File: config.mk
export PLATFORM = sky130hd
export DESIGN_NAME = param_selection_sort
export DESIGN_NICKNAME = d
export VERILOG_FILES = /design/src/rtl/sort_pkg.sv /design/src/rtl/sort_cmp.sv /design/src/rtl/param_selection_sort.sv
export SDC_FILE = /design/constraint.sdc
export NUM_CORES = 1
export LEC_CHECK = 0
export ABC_CLOCK_PERIOD_IN_PS = 19700
export BUFFER_PORTS_ARGS = -buffer_cell sky130_fd_sc_hd__buf_4
export CAP_MARGIN = 20
export CORE_UTILIZATION = 40
export DETAILED_ROUTE_END_ITERATION = 10
export PLACE_DENSITY_LB_ADDON = 0.25
export SYNTH_ARGS = -nofsm -noshare
export SYNTH_HDL_FRONTEND = slang
export SYNTH_SLANG_ARGS = --single-unit
File: constraint.sdc
create_clock -name Clk -period 19.7 [get_ports Clk]
set_clock_uncertainty 0.15 [all_clocks]
set_input_delay 1.97 -clock Clk [delete_from_list [all_inputs] [get_ports Clk]]
set_output_delay 1.97 -clock Clk [all_outputs]
set_load 0.02 [all_outputs]
File: src/rtl/sort_pkg.sv
// Shared constants for the parametrised selection sorter.
//   - One-hot state encodings and the bit position of each state flag.
//   - Sort order encoding (ascending / descending).
// No ports; imported by sort_cmp and param_selection_sort.
package sort_pkg;

  localparam int unsigned StateW = 5;

  // Bit position of each state inside the one-hot state vector.
  localparam int unsigned IniBit  = 0;
  localparam int unsigned IncrBit = 1;
  localparam int unsigned CompBit = 2;
  localparam int unsigned SwapBit = 3;
  localparam int unsigned DoneBit = 4;

  localparam logic [StateW-1:0] StIni  = 5'b00001;
  localparam logic [StateW-1:0] StIncr = 5'b00010;
  localparam logic [StateW-1:0] StComp = 5'b00100;
  localparam logic [StateW-1:0] StSwap = 5'b01000;
  localparam logic [StateW-1:0] StDone = 5'b10000;

  localparam logic OrderAsc  = 1'b0;
  localparam logic OrderDesc = 1'b1;

endpackage

File: src/rtl/sort_cmp.sv
// Combinational DW-bit unsigned comparator used for the selection step.
// Ports:
//   a, b     : candidate element and current best element
//   descend  : sort order (OrderAsc / OrderDesc)
//   better   : a < b when ascending, a > b when descending (strict)
module sort_cmp
  import sort_pkg::*;
#(
  parameter int unsigned DW = 7
) (
  input  logic [DW-1:0] a,
  input  logic [DW-1:0] b,
  input  logic          descend,
  output logic          better
);

  always_comb begin
    better = 1'b0;
    case (descend)
      OrderAsc:  better = (a < b);
      OrderDesc: better = (a > b);
      default:   better = 1'b0;
    endcase
  end

endmodule

File: src/rtl/param_selection_sort.sv
// In-place selection sorter for N unsigned DW-bit elements with a runtime
// element count and selectable order. One comparison per clock, plus one swap
// cycle at the end of every selection pass. Start/Done/Ack handshake.
// Optional feature: define SORT_PERM_EN to track the original index of each
// element and expose it on PermOut.
// Ports:
//   Clk, Reset      : clock, asynchronous active-high reset
//   Start           : begin a sort (sampled only in INI)
//   Ack             : release the result (sampled only in DONE)
//   Descend, Count  : order and element count, latched at Start (Count clamped to N)
//   Ain / Aout      : input / working-result arrays, element i at [i*DW +: DW]
//   PermOut         : original index of each output element (SORT_PERM_EN only)
//   Done            : result valid, high exactly while in DONE
//   q_Ini..q_Done   : one-hot state flags
module param_selection_sort
  import sort_pkg::*;
#(
  parameter int unsigned DW = 7,
  parameter int unsigned N  = 30,
  parameter int unsigned CW = $clog2(N + 1),
  parameter int unsigned IW = $clog2(N)
) (
  input  logic            Clk,
  input  logic            Reset,
  input  logic            Start,
  input  logic            Ack,
  input  logic            Descend,
  input  logic [CW-1:0]   Count,
  input  logic [N*DW-1:0] Ain,
  output logic [N*DW-1:0] Aout,
`ifdef SORT_PERM_EN
  output logic [N*IW-1:0] PermOut,
`endif
  output logic            Done,
  output logic            q_Ini,
  output logic            q_Incr,
  output logic            q_Comp,
  output logic            q_Swap,
  output logic            q_Done
);

  logic [StateW-1:0] state_q, state_d;
  logic [DW-1:0]     a_q [N];
  logic [DW-1:0]     a_d [N];
  logic [CW-1:0]     k_q, k_d;
  logic [CW-1:0]     j_q, j_d;
  logic [CW-1:0]     idx_q, idx_d;
  logic [CW-1:0]     cnt_q, cnt_d;
  logic              desc_q, desc_d;

  // Counters never exceed Count-1 <= N-1, so the low IW bits address the array.
  logic [IW-1:0] k_a, j_a, idx_a;
  assign k_a   = k_q[IW-1:0];
  assign j_a   = j_q[IW-1:0];
  assign idx_a = idx_q[IW-1:0];

  logic [CW-1:0] cnt_clamp;
  assign cnt_clamp = (Count > CW'(N)) ? CW'(N) : Count;

  logic better;

  sort_cmp #(
    .DW(DW)
  ) u_cmp (
    .a      (a_q[j_a]),
    .b      (a_q[idx_a]),
    .descend(desc_q),
    .better (better)
  );

  always_comb begin
    state_d = state_q;
    a_d     = a_q;
    k_d     = k_q;
    j_d     = j_q;
    idx_d   = idx_q;
    cnt_d   = cnt_q;
    desc_d  = desc_q;
    case (state_q)
      StIni: begin
        for (int i = 0; i < N; i++) begin
          a_d[i] = Ain[i*DW +: DW];
        end
        k_d = '0;
        if (Start) begin
          desc_d  = Descend;
          cnt_d   = cnt_clamp;
          state_d = (cnt_clamp < CW'(2)) ? StDone : StIncr;
        end
      end
      StIncr: begin
        j_d     = k_q + CW'(1);
        idx_d   = k_q;
        state_d = StComp;
      end
      StComp: begin
        if (better) begin
          idx_d = j_q;
        end
        if (j_q == cnt_q - CW'(1)) begin
          state_d = StSwap;
        end else begin
          j_d = j_q + CW'(1);
        end
      end
      StSwap: begin
        // When idx_q == k_q both writes carry the same value.
        a_d[k_a]   = a_q[idx_a];
        a_d[idx_a] = a_q[k_a];
        k_d        = k_q + CW'(1);
        state_d    = (k_q == cnt_q - CW'(2)) ? StDone : StIncr;
      end
      StDone: begin
        if (Ack) begin
          state_d = StIni;
        end
      end
      default: state_d = StIni;
    endcase
  end

  always_ff @(posedge Clk or posedge Reset) begin
    if (Reset) begin
      state_q <= StIni;
      a_q     <= '{default: '0};
      k_q     <= '0;
      j_q     <= '0;
      idx_q   <= '0;
      cnt_q   <= '0;
      desc_q  <= OrderAsc;
    end else begin
      state_q <= state_d;
      a_q     <= a_d;
      k_q     <= k_d;
      j_q     <= j_d;
      idx_q   <= idx_d;
      cnt_q   <= cnt_d;
      desc_q  <= desc_d;
    end
  end

`ifdef SORT_PERM_EN
  logic [IW-1:0] p_q [N];
  logic [IW-1:0] p_d [N];

  // Permutation follows A: identity while loading, swapped alongside A.
  always_comb begin
    p_d = p_q;
    if (state_q == StIni) begin
      for (int i = 0; i < N; i++) begin
        p_d[i] = IW'(i);
      end
    end else if (state_q == StSwap) begin
      p_d[k_a]   = p_q[idx_a];
      p_d[idx_a] = p_q[k_a];
    end
  end

  always_ff @(posedge Clk or posedge Reset) begin
    if (Reset) begin
      for (int i = 0; i < N; i++) begin
        p_q[i] <= IW'(i);
      end
    end else begin
      p_q <= p_d;
    end
  end

  for (genvar gp = 0; gp < N; gp++) begin : g_perm_out
    assign PermOut[gp*IW +: IW] = p_q[gp];
  end
`else
  // No permutation tracking in this build.
`endif

  for (genvar ga = 0; ga < N; ga++) begin : g_aout
    assign Aout[ga*DW +: DW] = a_q[ga];
  end

  assign q_Ini  = state_q[IniBit];
  assign q_Incr = state_q[IncrBit];
  assign q_Comp = state_q[CompBit];
  assign q_Swap = state_q[SwapBit];
  assign q_Done = state_q[DoneBit];
  assign Done   = state_q[DoneBit];

endmodule

==> out/qor.yml <==
cts:
  cts_buffers: 27
  clock-root-buffer: "clkbuf_16"
  cts.sinks: 236
  cts_setup_buffers: 0
  htree_levels: 1
  tritoncts: "done"
  ctsResizeCount: 0
  cts_buffer_depth: 3
  insertion_delay_ns: 0.59
  clk_pin_slew_ns: 0.06
  cts_hold_buf: 0
timing:
  fin_setup_tns_ns: 0
  rsz0062_at_grt: "no"
  finalWorstSetupSlack_ns: 13.42
  finalSetupViolCount: 0
  fin_crit_ns: 6.28
  finalCritPeriodShare_pct: 31.9
  slew_violations: 0
  maxSlewHeadroom_pct: 22.3
  tightest_slew_ns: 1.17
  fmaxAchievable_mhz: 159
  hold_violations: 0
final_layout:
  finish.net_count: 2706
  final_layout_size_suffix_gt1_share_pct: 25.8
  fillers: 4569
  n_antenna_cell: 0
  final_common_cell: "buf_4"
  area_growth_pct: 20.1
  layout_common_cells: "489 x buf_4, 380 x nor3_1, 230 x dfrtp_1, 217 x mux2i_1, 172 x nor2_1"
setup_path:
  startpoint: "idx_a[1]"
  cp-start-kind: "register"
  worstSetupEndpointType: "register"
  reg2reg_from: "idx_a[1]"
  crit_required_ns: 20.00
  critical_path_class: "reg -> reg"
  cp.arrival_ns: 6.57
  critPathMaxFanout: 59
drt:
  drt_iter0_drc: 3377
  wire_per_inst_um: 36.4
  vias: 22322
  first_pass_iters: 6
  drc_errors: 0
  wirelength_um: 113000
  viasPerCell: 7.19
  final_antenna_net_count: 0
pwr:
  switchingPower_mw: 2.55
  power.leakage_nw: 8.77
  pwr-share-comb_pct: 59.7
  seqPwrFrac_pct: 28.9
  swShare_pct: 56.3
  ir_drop_mv: 0.101
  p_per_area_nw_per_um2: 195
  pwr-share-clk_pct: 11.4
  total_power_mw: 4.52
  intPower_mw: 1.98
grt:
  grt_antenna_before_repair: 7
  grt_pass1_vias: 21487
  grt-ovfl-total: 0
  grtUsageTotal_pct: 44.7
  grt_pass1_wl_um: 159000
  grt_start_max_net_pins: 121
placed_design:
  gp_congestion: 1.08
  place_ws_ns: 13.70
  hpwlAfterDp_um: 83300
  io_buffers: 435
floorplan:
  core_area_um2: 47600
  ios: 436
  num_rows: 80
  dieArea_um2: 49100
  die_x_um: 222
  initial_utilization_pct: 40.5
  die_height_um: 222
hold_path:
  hold_path.startpoint: "desc_q"
  min_path_type: "reg -> reg"
synthesis:
  synth_area_leaders: "dfrtp_1 30%, mux2i_1 11%, nor3_1 9.9%, mux4_2 6.5%, nor4_1 3.9%"
  synth_seq_area_share_pct: 30.6
  syn_nets: 2428
  async_flop_share_pct: 100
  synth-seq-cells: 236
  syn_area_um2: 19300
  synth_edf_count: 0
  avgSynthCellArea_um2: 8.79
  synth_cells: 2193
  synthFlopType: "dfrtp_1"
  ys_warn_count: 0
  synth_top_area_cell: "dfrtp_1"
  ys_types: 64
  synth_top_area_share_pct: 30.5
status:
  outcome: "finished, final reports clean"
run:
  cap_violations: 0
synthesized netlist by cell type, drive strengths merged (3+ instances only):
master	n
nand4b	7
xnor2	10
a31oi	31
nand4	20
nor4	126
nor2b	4
nand4bb	11
o211ai	10
or4b	8
inv	15
nor2	187
or4	31
and3b	7
a22o	3
o21a	3
nand3b	8
o22ai	105
clkbuf	90
mux4	56
a21oi	18
nand3	29
o21ai	94
or3b	8
or3	85
buf	151
xor2	4
a221oi	84
and3	5
mux2i	217
and4	9
nand2	84
nor3b	8
mux2	7
nor3	384
ha	15
dfrtp	235
and2	3
per-layer routing:
metal  part of all wire (%)  wire length [µm]  GRT usage (%)  up-vias
met1                     40             44700           59.2    11160
li1                       -                 -              -     9034
met5                  0.022                25              0        -
met3                     11             13000           12.6      355
met2                     44             49300           67.7     1769
met4                    5.4              6070           19.9        4
final cells by class:
cell class	instances	area (µm²)	share of cell area [%]
multi-input cells	1701	11900	51.2
flip-flops and latches	236	5920	25.6
repair buffers	490	3690	15.9
well taps	615	769	3.32
clock buffers	41	768	3.32
clock inverters	6	85.1	0.367
inverters	15	63.8	0.275
stage by stage:
step	cells	hold slack, ns	utilization [%]	instance area, µm²
after floorplan	2193	0.338	-	19300
after global placement	3056	0.406	46.8	22300
after detailed placement	3056	0.404	46.8	22300
after CTS	3103	0.426	48.6	23100
after global routing	3104	0.454	48.6	23200
final	3104	0.433	48.6	23200
power by group through the flow:
stage,combinational (mW),sequential (mW),clock [mW]
global placement,2.58,1.28,0
global route,2.81,1.30,0.529
detailed placement,2.61,1.28,0
floorplan,1.45,1.22,0
CTS,2.62,1.27,0.512
finish,2.70,1.31,0.516
critical path: stages, from the launching register on:
cell and delay, ns:
dfrtp_4 1.06, buf_4 0.92, mux2i_1 0.28, o22ai_1 0.11
or4_1 1.06, nor2_2 1.07, ha_1 0.42, nand3_1 0.10
o21ai_0 0.07, a21oi_1 0.35, o21a_1 0.29, o221ai_1 0.14
cell families after synthesis:
kind of cell / Yosys count / synth area share, %
adder cells (fa/ha/maj): 15 / 0.973
AO/OA/AOI/OAI: 362 / 12.5
buffers and inverters: 256 / 7.90
AND/OR/NAND/NOR: 1029 / 29.0
XOR/XNOR: 15 / 0.753
multiplexers: 280 / 18.2
flip-flops: 236 / 30.6
path summary, 6_finish.rpt:
check	end	slack [ns]	depth (start not counted)
min reg2reg	desc_q	0.43	1
max	idx_a[1]	13.42	11
max reg2reg	idx_a[1]	13.42	11
min in group asynchronous	Aout[203]	1.37	2
min	desc_q	0.43	1
max in group asynchronous	j_a[0]	16.48	3
state kept, by name, indices dropped and copies added, names as in the netlist:
signal   flops
k_a          5
state_q      5
idx_a        5
Aout       210
j_a          5
desc_q       1
cnt_q        5
Power figures use the tool's default switching activity.
